### src/rtl/wb_arbiter_if.sv
// Bus bundle between the write-back arbiter and its producers/consumers:
// pipeline write-back, mul/div result handshake, register-file write port and hazard outputs.
interface wb_arbiter_if #(
    parameter int unsigned DEPTH = 2
);
    logic [31:0]              PIPE_DATA;
    logic [4:0]               PIPE_ADDR;
    logic                     PIPE_WE;
    logic [31:0]              MD_DATA;
    logic [4:0]               MD_ADDR;
    logic                     MD_VALID;
    logic                     MD_READY;
    logic [31:0]              REG_IN;
    logic [4:0]               REG_INADDRESS;
    logic                     REG_WRITE_EN;
    logic [31:0]              PENDING;
    logic [$clog2(DEPTH):0]   COUNT;

    modport master (
        output PIPE_DATA, PIPE_ADDR, PIPE_WE, MD_DATA, MD_ADDR, MD_VALID,
        input  MD_READY, REG_IN, REG_INADDRESS, REG_WRITE_EN, PENDING, COUNT
    );

    modport slave (
        input  PIPE_DATA, PIPE_ADDR, PIPE_WE, MD_DATA, MD_ADDR, MD_VALID,
        output MD_READY, REG_IN, REG_INADDRESS, REG_WRITE_EN, PENDING, COUNT
    );
endinterface

### src/rtl/wb_arbiter.sv
// Write-back arbiter: single writer of the register-file write port. Pipeline writes win;
// mul/div results that lose arbitration wait in a small FIFO with WAW kill on younger pipe writes.
module wb_arbiter #(
    parameter int unsigned DEPTH = 2
) (
    input  logic        CLK,
    input  logic        RESET,
    wb_arbiter_if.slave bus
);
    localparam int unsigned PW = $clog2(DEPTH);
    localparam int unsigned CW = PW + 1;

    logic [DEPTH-1:0] r_live;
    logic [4:0]       r_addr [DEPTH];
    logic [31:0]      r_data [DEPTH];
    logic [PW-1:0]    r_rd_ptr;
    logic [PW-1:0]    r_wr_ptr;
    logic [CW-1:0]    r_count;
    logic [31:0]      r_reg_in;
    logic [4:0]       r_reg_addr;
    logic             r_reg_we;

    logic        w_md_ready;
    logic        w_md_acc;
    logic        w_md_nz;
    logic        w_pipe_eff;
    logic        w_empty;
    logic        w_pop;
    logic        w_bypass;
    logic        w_push;
    logic [31:0] w_pending;

    // No pop credit: a full FIFO refuses a result even on a cycle it drains.
    assign w_md_ready = !RESET && (r_count < CW'(DEPTH));
    assign w_md_acc   = bus.MD_VALID && w_md_ready;
    assign w_md_nz    = bus.MD_ADDR != 5'd0;
    assign w_pipe_eff = bus.PIPE_WE && (bus.PIPE_ADDR != 5'd0);
    assign w_empty    = r_count == '0;
    assign w_pop      = !w_pipe_eff && !w_empty;
    assign w_bypass   = !w_pipe_eff && w_empty && w_md_acc && w_md_nz;
    assign w_push     = w_md_acc && w_md_nz && !w_bypass;

    always_comb begin
        w_pending = '0;
        for (int i = 0; i < int'(DEPTH); i++) begin
            if (r_live[i]) w_pending[r_addr[i]] = 1'b1;
        end
        w_pending[0] = 1'b0;
    end

    always_ff @(posedge CLK or posedge RESET) begin
        if (RESET) begin
            r_live     <= '0;
            r_rd_ptr   <= '0;
            r_wr_ptr   <= '0;
            r_count    <= '0;
            r_reg_in   <= '0;
            r_reg_addr <= '0;
            r_reg_we   <= 1'b0;
            for (int i = 0; i < int'(DEPTH); i++) begin
                r_addr[i] <= '0;
                r_data[i] <= '0;
            end
        end else begin
            // Kill only entries already queued; a same-cycle push below is younger and survives.
            if (w_pipe_eff) begin
                for (int i = 0; i < int'(DEPTH); i++) begin
                    if (r_addr[i] == bus.PIPE_ADDR) r_live[i] <= 1'b0;
                end
            end

            if (w_pipe_eff) begin
                r_reg_we   <= 1'b1;
                r_reg_addr <= bus.PIPE_ADDR;
                r_reg_in   <= bus.PIPE_DATA;
            end else if (w_pop) begin
                r_reg_we <= r_live[r_rd_ptr];
                if (r_live[r_rd_ptr]) begin
                    r_reg_addr <= r_addr[r_rd_ptr];
                    r_reg_in   <= r_data[r_rd_ptr];
                end
            end else if (w_bypass) begin
                r_reg_we   <= 1'b1;
                r_reg_addr <= bus.MD_ADDR;
                r_reg_in   <= bus.MD_DATA;
            end else begin
                r_reg_we <= 1'b0;
            end

            if (w_pop) begin
                r_live[r_rd_ptr] <= 1'b0;
                r_rd_ptr         <= r_rd_ptr + 1'b1;
            end

            if (w_push) begin
                r_live[r_wr_ptr] <= 1'b1;
                r_addr[r_wr_ptr] <= bus.MD_ADDR;
                r_data[r_wr_ptr] <= bus.MD_DATA;
                r_wr_ptr         <= r_wr_ptr + 1'b1;
            end

            r_count <= r_count + CW'(w_push) - CW'(w_pop);
        end
    end

    assign bus.MD_READY      = w_md_ready;
    assign bus.REG_IN        = r_reg_in;
    assign bus.REG_INADDRESS = r_reg_addr;
    assign bus.REG_WRITE_EN  = r_reg_we;
    assign bus.PENDING       = w_pending;
    assign bus.COUNT         = r_count;
endmodule

### src/flat_wrapper.sv
// flat-port wrapper written by rule: the top's interface ports become plain ports
module wb_arbiter_flat 
#(
    parameter int unsigned DEPTH = 2
)
  (CLK, RESET, bus_PIPE_DATA, bus_PIPE_ADDR, bus_PIPE_WE, bus_MD_DATA, bus_MD_ADDR, bus_MD_VALID, bus_MD_READY, bus_REG_IN, bus_REG_INADDRESS, bus_REG_WRITE_EN, bus_PENDING, bus_COUNT);
  wb_arbiter_if #(.DEPTH(DEPTH)) bus_i ();
  input  logic CLK;
  input  logic RESET;
  input wire logic [$bits(bus_i.PIPE_DATA)-1:0] bus_PIPE_DATA;
  input wire logic [$bits(bus_i.PIPE_ADDR)-1:0] bus_PIPE_ADDR;
  input wire logic [$bits(bus_i.PIPE_WE)-1:0] bus_PIPE_WE;
  input wire logic [$bits(bus_i.MD_DATA)-1:0] bus_MD_DATA;
  input wire logic [$bits(bus_i.MD_ADDR)-1:0] bus_MD_ADDR;
  input wire logic [$bits(bus_i.MD_VALID)-1:0] bus_MD_VALID;
  output wire logic [$bits(bus_i.MD_READY)-1:0] bus_MD_READY;
  output wire logic [$bits(bus_i.REG_IN)-1:0] bus_REG_IN;
  output wire logic [$bits(bus_i.REG_INADDRESS)-1:0] bus_REG_INADDRESS;
  output wire logic [$bits(bus_i.REG_WRITE_EN)-1:0] bus_REG_WRITE_EN;
  output wire logic [$bits(bus_i.PENDING)-1:0] bus_PENDING;
  output wire logic [$bits(bus_i.COUNT)-1:0] bus_COUNT;
  assign bus_i.PIPE_DATA = bus_PIPE_DATA;
  assign bus_i.PIPE_ADDR = bus_PIPE_ADDR;
  assign bus_i.PIPE_WE = bus_PIPE_WE;
  assign bus_i.MD_DATA = bus_MD_DATA;
  assign bus_i.MD_ADDR = bus_MD_ADDR;
  assign bus_i.MD_VALID = bus_MD_VALID;
  assign bus_MD_READY = bus_i.MD_READY;
  assign bus_REG_IN = bus_i.REG_IN;
  assign bus_REG_INADDRESS = bus_i.REG_INADDRESS;
  assign bus_REG_WRITE_EN = bus_i.REG_WRITE_EN;
  assign bus_PENDING = bus_i.PENDING;
  assign bus_COUNT = bus_i.COUNT;
  wb_arbiter #(.DEPTH(DEPTH)) u_core (.CLK(CLK), .RESET(RESET), .bus(bus_i));
endmodule
### config.mk
export PLATFORM = sky130hd
export DESIGN_NAME = wb_arbiter_flat
export DESIGN_NICKNAME = d
export VERILOG_FILES = /design/src/rtl/wb_arbiter_if.sv /design/src/rtl/wb_arbiter.sv /design/src/flat_wrapper.sv
export SDC_FILE = /design/constraint.sdc
export NUM_CORES = 1
export LEC_CHECK = 0
export ABC_AREA = 1
export ABC_CLOCK_PERIOD_IN_PS = 4300
export BUFFER_PORTS_ARGS = -buffer_cell sky130_fd_sc_hd__buf_2
export CAP_MARGIN = 20
export CORE_AREA = 5 5 121 123
export DETAILED_ROUTE_END_ITERATION = 8
export DIE_AREA = 0 0 126 128
export PLACE_DENSITY_LB_ADDON = 0.2
export SLEW_MARGIN = 30
export SYNTH_ARGS = -nofsm -noshare
export SYNTH_HDL_FRONTEND = slang
export SYNTH_SLANG_ARGS = --single-unit
### constraint.sdc
create_clock -name CLK -period 4.3 [get_ports CLK]
set_input_delay 1.29 -clock CLK [delete_from_list [all_inputs] [get_ports CLK]]
set_output_delay 1.29 -clock CLK [all_outputs]
set_load 0.05 [all_outputs]
# --- Word-level counts from Yosys, hierarchy flattened ---
# Cells that the tools add are included.
word_totals:
  regBits: 118
  output_inout_bits: 73
  word_cells: 99
classes:
  mux: 40
  n_addsub: 4
  n_eq_ne: 3
  bitwise_logic: 6
  magnitude_cmp: 12
  reduce_logical: 23
ops:
  columns: ["op", "n"]
  rows:
  - ["2-to-1 mux 32 bit", 10]
  - ["bitwise mux 64 bit", 1]
  - ["2-to-1 mux 5 bit", 8]
  - ["demux 32 bit (select 1 bit)", 1]
  - ["OR 32 bit", 1]
  - ["logical AND 1 bit", 14]
  - ["< comparator 5 x 6 -> 1 bit (second input constant)", 2]
  - ["2-to-1 mux 1 bit", 11]
  - ["bitwise mux 10 bit", 1]
  - ["demux 1 bit (select 5 bit)", 2]
  - ["equality test 5 bit", 2]
  - ["greater-or-equal comparator 5 x 1 -> 1 bit (second input constant)", 2]
  - ["nonzero test 5 bit", 2]
  - ["2-to-1 mux 2 bit", 3]
  - ["demux 5 bit (select 1 bit)", 1]
  - ["greater-or-equal comparator 2 bit (second input constant)", 2]
  - ["zero test 1 bit", 4]
  - ["< comparator 1 x 2 -> 1 bit (second input constant)", 2]
  - ["inverter 1 -> 2 bit", 2]
  - ["inequality test 3 x 2 -> 1 bit (second input constant)", 1]
  - ["nonzero test 3 bit", 1]
  - ["adder 1 bit (second input constant)", 2]
  - ["adder 2 x 1 -> 2 bit", 1]
  - ["AND 2 bit", 1]
  - ["9 further kinds", 11]

# --- Depth between registers and ports, before layout ---
# Gate-level depths: netlist of the first run.
depth:
  depth_word: 10
  mapped_depth: 11
  depth_no_buf: 9

# --- Worst setup path before layout of the first run ---
# Ideal clock, no wire load.
synth_timing:
  kind: "input to output"
  from: "input RESET"
  to: "output bus_MD_READY"
  slack_ns: 1.075
  arrival_ns: 1.935
  stages: 1
  path_buffers: 0
  required_time_ns: 3.010
  path_cell_list: "nor2_1"
synth_via:
  elab_chain_len: 2
synth_lines:
  columns: ["item", "line_no", "source"]
  rows:
  - ["start, declared", "flat_wrapper.sv:9", "input logic RESET;"]
  - ["zero test 1 bit (no line)", null, null]
  - ["logical AND 1 bit", "wb_arbiter.sv:34", "assign w_md_ready = !RESET && (r_count < CW'(DEPTH));"]
  - ["end, declared", "flat_wrapper.sv:16", "output wire logic [$bits(bus_i.MD_READY)-1:0] bus_MD_READY;"]
# No other way between the ends.

# --- Worst setup path in the final report of the first run ---
layout_timing:
  from: "register u_core.r_addr[6] in the netlist's numbering"
  to: "output bus_PENDING[12]"
layout_via:
  elab_chain_len: 7
layout_lines:
  columns: ["item", "line_no", "source"]
  rows:
  - ["start, declared", "wb_arbiter.sv:14", "logic [4:0] r_addr [DEPTH];"]
  - ["start signal, assigned by index", "wb_arbiter.sv:97", "r_addr[r_wr_ptr] <= bus.MD_ADDR;"]
  - ["< comparator 5 x 6 -> 1 bit (implied by the code) / greater-or-equal comparator 5 x 1 -> 1 bit (equally long branches)", "wb_arbiter.sv:46", "if (r_live[i]) w_pending[r_addr[i]] = 1'b1;"]
  - ["logical AND 1 bit (implied by the code)", "wb_arbiter.sv:46", null]
  - ["2-to-1 mux 1 bit (implied by the code)", "wb_arbiter.sv:46", null]
  - ["demux 1 bit (select 5 bit) *", null, null]
  - ["2-to-1 mux 32 bit *", "wb_arbiter.sv:46", null]
  - ["OR 32 bit (no line)", null, null]
  - ["2-to-1 mux 32 bit *", "wb_arbiter.sv:46", null]
  - ["end, declared", "flat_wrapper.sv:20", "output wire logic [$bits(bus_i.PENDING)-1:0] bus_PENDING;"]
# Mark *: on every way between the ends. The rest lies on a longest branch, timed or not.

==> out/qor.csv, run 1 <==
stage,metric,value,unit
outcome,status,"complete, no violations",
timing,Worst Clk Skew,0.00996,ns
place,GP Congestion,0.900,
synth,Syn Area/Cell,7.23,sq um
routing,vias per cell,5.16,
timing,Sum Neg Setup Slack,0,ns
routing,DR iter-0 viols,477,
worst_setup_path,Critical Path AT,2.04,ns
timing,Tmin final,3.33,ns
cells_and_area,area grow syn2layout,20.6,%
pwr,P_leak,4.02,nW
cts,Resized cells post-CTS,0,
worst_setup_path,reg2reg end,u_core.bus.REG_IN[5],
die,Die H,128,microns
timing,Rel. slew slack,44.7,%
worst_setup_path,Crit Path Class,register to output pin,
synth,Yosys reg bits,118,
worst_setup_path,CP endpoint kind,output pin,
grt,number of global-route vias before repair,6093,
timing,setup violators final,0,
grt,met1 Use GR,30.9,%
synth,Ys Warns,0,
timing,Hold Fails Final Rpt,0,
cts,clock buffer depth,2,
die,Cell Rows,43,
pwr,VDD IR max,0.426,mV
synth,Yosys cell types,26,
synth,sequential fraction of the synthesis area,46.1,%
routing,"wirelength, routed",17.9,mm
cts,Root Buffer,clkbuf_16,
worst_setup_path,startpoint types,register,
cts,cts bufs inserted,17,
routing,routed len/inst,14.9,microns
grt,global route total overflow,0,
worst_setup_path,worst reg2reg startpoint,u_core.bus.COUNT[1],
timing,Tcrit/Tclk final,77.4,%
grt,Global Route met3 Usage,5.29,%
worst_hold_path,Hold Crit Class,register to register,
timing,Fmax,0.300,GHz
timing,measured slew at the worst slew-check pin,0.824,ns
cells_and_area,layout cell share with drive strength beyond 1,19.9,%
place,hpwl dp,11.7,mm
place,Buffers on Ports,149,
worst_hold_path,Cells on Worst Hold Path,2,
worst_setup_path,crit path to,bus_PENDING[12],
routing,First-pass DRT Iterations,5,
grt,largest net degree at the start of global routing,74,
pwr,pwr dens,796,mW/mm^2
grt,Top Usage Layer GRT,met2,
worst_setup_path,flop-to-flop setup slack,2.05,ns
routing,Routed Antenna Nets,0,
synth,Cells after Synth,885,
timing,final-report max-slew violation count,0,
grt,GRT Total Usage,22.8,%
worst_setup_path,R2R cell count,7,
cts,# hold bufs at CTS,0,
cts,Clock Latency Late Sink,0.42,ns
die,die footprint,0.0161,sq mm
cts,clk sinks,118,
routing,DRC viols,0,
synth,synthesized area,0.00640,sq mm
cells_and_area,Nets,1091,
worst_setup_path,Worst Path Max Fanout,7,
cts,H-Tree Depth,4,
die,Starting Density,47.2,%
synth,Post-Syn Nets,964,
job,Max-cap violations,0,
cells_and_area,Finished Core Util,56.9,%
cts,clock-pin slew on the worst setup and hold paths,0.05,ns
grt,first-pass GRT wire length,29.7,mm
grt,initial antenna violation count,1,
worst_setup_path,Critical Path RT,3.01,ns
cts,Post-CTS Setup Inserts,0,
die,I/O pins,151,
worst_setup_path,CP startpoint,u_core.r_addr[6],
die,Die X-Extent,126,microns
cells_and_area,antenna cells,0,
pwr,Tot Pwr,6.14,mW
cells_and_area,post-route cell area,0.00772,sq mm
timing,unrepaired setup endpoints after global routing,false,
grt,met2 usage,36.4,%
place,Area after DPL,0.00717,sq mm
routing,overall via count from detail_route,6205,
cts,CTS tree,built,
die,core area,0.0136,sq mm
[flip-flops by register name (all words and copies together) (netlist names)]
name,flops
u_core.r_data,64
u_core.bus.REG_IN,32
u_core.r_addr,10
u_core.bus.REG_INADDRESS,5
u_core.bus.COUNT,2
u_core.r_live,2
u_core.bus.REG_WRITE_EN,1
u_core.r_rd_ptr,1
u_core.r_wr_ptr,1
[area by class of cell]
cell class	instances	area (sq um)
multi-input cells	658	2930
repair buffers	161	848
clock buffers	26	499
flip-flops and latches	118	2950
clock inverters	4	45.0
fillers	1342	5840
well taps	180	225
inverters	56	214
[metrics by stage]
stage          std cells  hold WS [ns]  setup slack [ns]
2_1_floorplan        885         0.444              1.08
3_3_place_gp        1173         0.459             0.955
3_5_place_dp        1173         0.460             0.929
4_1_cts             1203         0.474             0.756
5_1_grt             1203         0.490             0.787
6_report            1203         0.468             0.970
[worst min-delay path by stage]
stage / end / slack [ns] / startpoint
final: u_core.bus.REG_IN[25] / 0.47 / u_core.bus.REG_IN[25]
after detailed placement: u_core.bus.REG_IN[30] / 0.46 / u_core.bus.REG_IN[30]
after global routing: u_core.r_data[17] / 0.49 / u_core.r_data[17]
after global placement: u_core.bus.REG_INADDRESS[1] / 0.46 / u_core.bus.REG_INADDRESS[1]
after floorplan: u_core.r_data[36] / 0.44 / u_core.r_data[36]
after CTS: u_core.bus.REG_IN[30] / 0.47 / u_core.bus.REG_IN[30]
[cells in the final DEF (no fill, tap or decap), types with 2 or more instances in the layout]
master / count
nand2_1: 370
buf_2: 149
nand3_1: 121
dfrtp_1: 117
o21ai_0: 97
inv_1: 49
clkbuf_16: 17
nor2_1: 14
o21ai_1: 14
nor3_1: 11
xnor2_1: 11
buf_4: 11
inv_2: 6
nand3b_1: 5
clkbuf_1: 5
clkbuf_8: 4
nand3_2: 3
clkinv_2: 3
nand2_2: 2
xor2_1: 2
[cell usage after synthesis (all sizes together)]
cell type	instances	area [sq um]
nor3	12	60.1
conb	1	3.75
nand2	373	1410
xor2	2	17.5
o21ai	111	556
dfrtp	118	2950
nand3	125	653
nor3b	1	7.51
clkbuf	19	72.6
nand3b	5	37.5
xnor2	11	96.3
ha	1	12.5
nor2	16	65.1
inv	56	210
buf	34	243
[power breakdown]
part	internal [mW]	switching, mW	total (mW)
Sequential	1.65	0.316	1.96
Clock	0.845	0.469	1.31
Combinational	0.762	2.10	2.86
Total	3.26	2.89	6.14
[cell families (layout without fill, tap and decap cells)]
| group | after synthesis | after routing | share of synthesized area [%] |
|---|---|---|---|
| other | 1 | 1 | 0.0586 |
| AOI/OAI and AO/OA | 111 | 111 | 8.68 |
| and+or+nand+nor | 532 | 532 | 34.9 |
| adders and majority gates | 1 | 1 | 0.195 |
| buffers and inverters | 109 | 247 | 8.21 |
| DFF | 118 | 118 | 46.1 |
| xor gates and xnor gates | 13 | 13 | 1.78 |
[worst max-delay path: stages, from the launching register on]
cell and delay [ns]:
dfrtp_1 0.44, nor3_1 0.70, nand2_1 0.10, o21ai_0 0.09, buf_2 0.29
[metal layers]
layer,part of all wire (%),vias to the layer above,wire (microns)
met2,46,184,8300
li1,-,3081,-
met1,46,2921,8290
met3,6.2,17,1110
met5,0.039,-,7
met4,1.2,2,208
No activity file was read; power rests on OpenSTA's default activity.
==> run 2: changes to the inputs <==
ABC_CLOCK_PERIOD_IN_PS = 3100   (was 4300)
CORE_AREA = 5 5 115 117   (was 5 5 121 123)
DIE_AREA = 0 0 120 122   (was 0 0 126 128)
clock period = 3.1 ns   (was 4.3 ns; I/O delays follow)
==> run 2 against run 1 <==
Clock skew decreased by 0.0032 ns. Design area increased by 0.34%. Critical path depth up 1. Largest power group unchanged. Sequential cell count unchanged. Sequential share of layout area shrank 0.13 points. Critical path type unchanged. Core utilization is 6.2 points higher. Worst setup slack lost 0.77 ns.
==> out/qor.csv, run 2 (synthesis gave the netlist of run 1 again) <==
stage,metric,value,unit,change
cells_and_area,"commonest non-fill, non-tap cell in the layout",nand2_1,,
routing,routed len/inst,14.9,microns,-0.10%
worst_setup_path,Crit path max-delay family,simple AND/OR/NAND/NOR gates,,
timing,setup violators final,0,,unchanged
pwr,Clock power frac,21.5,%,about the same
place,GP Congestion,0.887,,-1.5%
routing,Routed Antenna Nets,0,,unchanged
die,die footprint,0.0146,sq mm,-9.2%
cts,# hold bufs at CTS,0,,unchanged
worst_setup_path,Crit Path Class,register to output pin,,
die,Cell Rows,41,,-4.7%
cells_and_area,most used cells in the layout excluding fill and tap cells,"370 x nand2_1, 149 x buf_2, 121 x nand3_1",,
grt,global route total overflow,0,,unchanged
worst_setup_path,CP max-delay cell,dfrtp_1,,
die,I/O pins,151,,unchanged
routing,DR iter-0 viols,497,,+4.2%
pwr,Switching Share,47.0,%,about the same
job,Max-cap violations,0,,unchanged
pwr,P_leak,4.05,nW,+0.75%
cts,Clock Latency Late Sink,0.41,ns,about the same
routing,DRC viols,0,,unchanged
timing,unrepaired setup endpoints after global routing,false,,
timing,final-report max-slew violation count,0,,unchanged
worst_setup_path,CP endpoint kind,output pin,,
cells_and_area,area grow syn2layout,21.0,%,
cts,clock-pin slew on the worst setup and hold paths,0.05,ns,about the same
cts,cts bufs inserted,17,,unchanged
worst_setup_path,Critical Path AT,1.97,ns,-0.07 ns
worst_setup_path,flop-to-flop setup slack,1.06,ns,-0.99 ns
cells_and_area,Largest Register,u_core.r_data,,
cts,Post-CTS Setup Inserts,0,,unchanged
timing,measured slew at the worst slew-check pin,0.742,ns,-0.0816 ns
routing,"wirelength, routed",17.5,mm,-2.2%
cts,clk sinks,118,,unchanged
place,Buffers on Ports,149,,unchanged
die,Die H,122,microns,-4.7%
timing,slack of the critical path,0.201,ns,-0.769 ns
cells_and_area,post-route cell area,0.00774,sq mm,+0.34%
cells_and_area,Largest register FFs,64,,unchanged
pwr,Internal,4.54,mW,+39%
timing,Fmax,0.345,GHz,
timing,Tcrit/Tclk final,93.5,%,
worst_setup_path,critical path cell sequence,"inv_1, nor3_1, nand2_1, o21ai_0, buf_2",,
worst_setup_path,Worst Path Max Fanout,6,,-1
pwr,Comb power frac,46.6,%,about the same
timing,Sum Neg Setup Slack,0,ns,unchanged
cells_and_area,layout cell share with drive strength beyond 1,20.4,%,+0.49 points
cells_and_area,post-route insts no fill,1178,,-2.1%
cts,clock buffer depth,2,,unchanged
pwr,Tot Pwr,8.57,mW,+40%
timing,Worst Clk Skew,0.00678,ns,-0.00318 ns
place,Inst Count DP,1146,,-2.3%
worst_setup_path,Critical Path RT,2.17,ns,-0.84 ns
cts,Resized cells post-CTS,0,,unchanged
cts,Root Buffer,clkbuf_16,,
cts,H-Tree Depth,4,,unchanged
place,dpl ws,0.346,ns,-0.583 ns
routing,vias per cell,5.34,,+3.6%
grt,initial antenna violation count,1,,unchanged
die,Die X-Extent,120,microns,-4.8%
outcome,status,"complete, no violations",,
pwr,Sw Pwr,4.03,mW,+40%
pwr,Flop pwr share,31.8,%,-0.2 points
die,core area,0.0123,sq mm,-9.6%
routing,First-pass DRT Iterations,5,,unchanged
place,Area after DPL,0.00718,sq mm,+0.17%
timing,Tmin final,2.90,ns,
timing,Rel. slew slack,50.4,%,+5.8 points
grt,GRT Total Usage,24.6,%,+1.8 points
timing,Hold Fails Final Rpt,0,,unchanged
worst_setup_path,Buf/Inv on CP,2,,+1
pwr,pwr dens,1110,mW/mm^2,+39%
grt,number of global-route vias before repair,5851,,-4.0%
worst_setup_path,startpoint types,register,,
cts,CTS tree,built,,
cells_and_area,Nets,1094,,+0.27%
routing,overall via count from detail_route,6292,,+1.4%
cells_and_area,antenna cells,0,,unchanged
cells_and_area,Layout fillers,1174,,-13%
pwr,VDD IR max,0.585,mV,+37%
grt,largest net degree at the start of global routing,74,,unchanged
place,hpwl dp,11.4,mm,-2.5%
die,Starting Density,52.2,%,+5.0 points
worst_setup_path,crit-path max cell delay,0.48,ns,-0.22 ns
cells_and_area,Finished Core Util,63.2,%,+6.2 points
timing,final hold slack,0.468,ns,-0.0000690 ns
worst_hold_path,Hold Crit Class,register to register,,
grt,first-pass GRT wire length,28.9,mm,-2.8%
-- run 2: cell count changes in the layout (fill, tap and decap cells not counted), sizes merged --
cell	change
clkinvlp	+2
buf	+3
clkinv	+3
clkbuf	-3
-- run 2: final cells by class --
type | instances | area [sq um] | area share, %
sequential | 118 | 2950 | 38.1
tap | 150 | 188 | 2.42
timing repair buffer | 164 | 896 | 11.6
multi-input combinational | 658 | 2930 | 37.8
clock buffer | 23 | 488 | 6.30
inverter | 56 | 216 | 2.80
clock inverter | 9 | 75.1 | 0.969
-- run 2: worst register-to-register path, stage by stage (launching register included) --
cell and delay (ns):
dfrtp_1 0.44, nor2_4 0.24, buf_4 0.41, nand3_1 0.16
nand2_2 0.10, buf_4 0.41, nand2_1 0.13, nand2_1 0.09
-- run 2: power groups by stage --
stage	Sequential [mW]	Clock [mW]	Combinational [mW]
after detailed placement	2.73	0	3.99
after global routing	2.82	1.95	4.45
after global placement	2.72	0	3.95
after floorplan	3.49	0	2.33
after CTS	2.72	1.88	4.02
final	2.73	1.85	4.00
-- run 2: per-layer routing --
layer	vias up	share of wire [%]	track usage, %
met5	-	0.074	0
met4	2	1.6	8.23
met3	24	6.3	5.20
met2	224	48	40.3
met1	2951	45	32.7
li1	3091	-	-
-- run 2: worst paths after layout --
path | start | endpoint | depth (start not counted)
max in group asynchronous | RESET | u_core.r_rd_ptr | 3
worst max-delay path | u_core.r_addr[7] | bus_PENDING[23] | 5
worst min-delay path | u_core.bus.REG_IN[31] | u_core.bus.REG_IN[31] | 2
worst max register to register | u_core.bus.COUNT[1] | u_core.bus.REG_IN[25] | 7
min in group asynchronous | RESET | u_core.bus.COUNT[1] | 2
worst min register to register | u_core.bus.REG_IN[31] | u_core.bus.REG_IN[31] | 2
==> run 3: changes to the inputs <==
--- a/config.mk
+++ b/config.mk
@@ -15,2 +15,3 @@
 export PLACE_DENSITY_LB_ADDON = 0.2
+export SKIP_CTS_REPAIR_TIMING = 1
 export SLEW_MARGIN = 30
--- a/constraint.sdc
+++ b/constraint.sdc
@@ -3,2 +3,2 @@
 set_output_delay 0.93 -clock CLK [all_outputs]
-set_load 0.05 [all_outputs]
+set_load 0.1 [all_outputs]
==> run 3 against run 2 <==
Core utilization up 0.46 points. First-iteration DRC count down 13%. Worst setup slack worse by 0.10 ns. Critical endpoint is now bus_PENDING[12].
==> out/qor.csv, run 3 (synthesis gave the netlist of run 1 again) <==
stage,metric,value,unit,change
outcome,status,"complete, no violations",,
pwr,pwr dens,1250,mW/mm^2,+13%
worst_hold_path,Hold Crit Class,register to register,,
cts,clock-pin slew on the worst setup and hold paths,0.05,ns,about the same
pwr,P_leak,4.04,nW,-0.22%
cells_and_area,Nets,1094,,unchanged
grt,initial antenna violation count,1,,unchanged
routing,DRC viols,0,,unchanged
worst_setup_path,Critical Path AT,2.07,ns,+0.10 ns
job,Max-cap violations,0,,unchanged
cts,clock buffer depth,2,,unchanged
timing,Fmax,0.333,GHz,-3.3%
worst_setup_path,CP max-delay cell,nor3_1,,
worst_setup_path,crit-path max cell delay,0.46,ns,-0.02 ns
routing,Routed Antenna Nets,0,,unchanged
grt,number of global-route vias before repair,5953,,+1.7%
worst_setup_path,startpoint types,register,,
timing,measured slew at the worst slew-check pin,0.826,ns,+0.0835 ns
cells_and_area,area grow syn2layout,21.9,%,
routing,vias per cell,5.27,,-1.3%
worst_hold_path,Hold Crit Start,u_core.bus.REG_IN[27],,
cts,clk sinks,118,,unchanged
cts,Root Buffer,clkbuf_16,,
cells_and_area,Largest Register,u_core.r_data,,
timing,Tcrit/Tclk final,96.8,%,+3.2 points
grt,first-pass GRT wire length,28.8,mm,-0.38%
cells_and_area,layout cell share with drive strength beyond 1,20.6,%,+0.21 points
cells_and_area,post-route cell area,0.00780,sq mm,+0.73%
pwr,Tot Pwr,9.79,mW,+14%
timing,final-report max-slew violation count,0,,unchanged
die,core area,0.0123,sq mm,unchanged
die,I/O pins,151,,unchanged
place,GP Congestion,0.897,,+1.2%
worst_setup_path,R2R cell count,5,,-2
die,Cell Rows,41,,unchanged
die,Die H,122,microns,unchanged
timing,Rel. slew slack,45.0,%,-5.5 points
grt,largest net degree at the start of global routing,74,,unchanged
worst_setup_path,critical path cell sequence,"inv_1, nor3_1, nand2_1, o21ai_0, clkbuf_4",,
routing,routed len/inst,14.7,microns,-1.1%
cells_and_area,antenna cells,0,,unchanged
place,Buffers on Ports,149,,unchanged
worst_hold_path,Cells on Worst Hold Path,2,,unchanged
routing,First-pass DRT Iterations,5,,unchanged
worst_setup_path,CP endpoint kind,output pin,,
worst_hold_path,Min-Delay Endpoint,u_core.bus.REG_IN[27],,
worst_setup_path,Worst Path Max Fanout,6,,unchanged
worst_setup_path,reg2reg end,u_core.r_data[55],,
timing,Hold Fails Final Rpt,0,,unchanged
cts,CTS tree,built,,
cts,cts bufs inserted,17,,unchanged
worst_setup_path,worst reg2reg startpoint,u_core.bus.COUNT[1],,
timing,Worst Clk Skew,0.00862,ns,+0.00184 ns
routing,"wirelength, routed",17.3,mm,-1.2%
die,Die X-Extent,120,microns,unchanged
worst_setup_path,Crit Path Class,register to output pin,,
die,Starting Density,52.2,%,unchanged
cells_and_area,"commonest non-fill, non-tap cell in the layout",nand2_1,,
cts,H-Tree Depth,4,,unchanged
cts,Clock Latency Late Sink,0.41,ns,about the same
routing,DR iter-0 viols,430,,-13%
worst_setup_path,Critical Path RT,2.17,ns,about the same
grt,GRT Total Usage,24.6,%,-0.030 points
cells_and_area,Largest register FFs,64,,unchanged
routing,overall via count from detail_route,6206,,-1.4%
pwr,VDD IR max,0.716,mV,+22%
place,hpwl dp,11.4,mm,+0.50%
die,die footprint,0.0146,sq mm,unchanged
timing,Tmin final,3.00,ns,+0.100 ns
place,Area after DPL,0.00717,sq mm,-0.17%
timing,setup violators final,0,,unchanged
worst_setup_path,flop-to-flop setup slack,0.71,ns,-0.35 ns
grt,global route total overflow,0,,unchanged
timing,unrepaired setup endpoints after global routing,true,,
cells_and_area,most used cells in the layout excluding fill and tap cells,"370 x nand2_1, 131 x buf_2, 121 x nand3_1",,
## run 3: cell types whose count changed in the layout (fill, tap and decap cells not counted), sizes merged
cell | previous run | this run
clkinvlp | 3 | 1
inv | 55 | 54
buf | 164 | 146
clkbuf | 23 | 38
bufinv | 1 | 3
clkinv | 6 | 9
## run 3: layout make-up
cell class	count	area, sq um
clock buffers	20	437
clock inverters	11	134
fillers	1143	4460
inverters	56	215
multi-input cells	658	2940
flip-flops and latches	118	2950
well taps	150	188
repair buffers	164	928
## run 3: worst max-delay path: cells and delay by family (launching register included)
| kind | cells | cell delay, ns |
|---|---|---|
| buf+inv | 2 | 0.56 |
| simple gates | 2 | 0.55 |
| flops | 1 | 0.44 |
| compound gates | 1 | 0.12 |
## run 3: metal layers
layer  GRT usage, %  up-vias  share of wire [%]
li1               -     3093                  -
met3           5.57       27                5.9
met1           32.7     2874                 46
met5              0        -              0.075
met2           39.6      210                 47
met4           9.02        2                1.8
## run 3: power by group
group / internal, mW / total [mW] / leakage (nW) / switching [mW]
registers: 2.29 / 2.72 / 1.45 / 0.437
clock network: 1.25 / 1.93 / 0.287 / 0.678
logic: 1.09 / 5.14 / 2.30 / 4.05
total: 4.62 / 9.79 / 4.04 / 5.17
## run 3: worst max-delay path by stage
stage                     slack (ns)  depth (start not counted)             start                 to
after floorplan                -0.69                          4  u_core.r_addr[4]    bus_PENDING[10]
after detailed placement        0.19                          8  bus_PIPE_ADDR[4]  u_core.r_data[44]
final                           0.10                          5  u_core.r_addr[7]    bus_PENDING[12]
after global routing           -0.03                          5  u_core.r_addr[7]    bus_PENDING[13]
after global placement          0.33                          8  bus_PIPE_ADDR[4]  u_core.r_data[50]
after CTS                       0.09                          5  u_core.r_addr[9]    bus_PENDING[31]
## run 3: stage by stage
step	TNS, ns	utilization [%]	instances	hold slack, ns	setup slack [ns]
detailed placement	0	58.5	1146	0.460	0.187
CTS	0	63.1	1177	0.475	0.0949
finish	0	63.6	1177	0.468	0.100
floorplan	-15.82	-	885	0.444	-0.690
global placement	0	58.5	1146	0.456	0.325
global route	-0.0291	63.6	1177	0.486	-0.0291
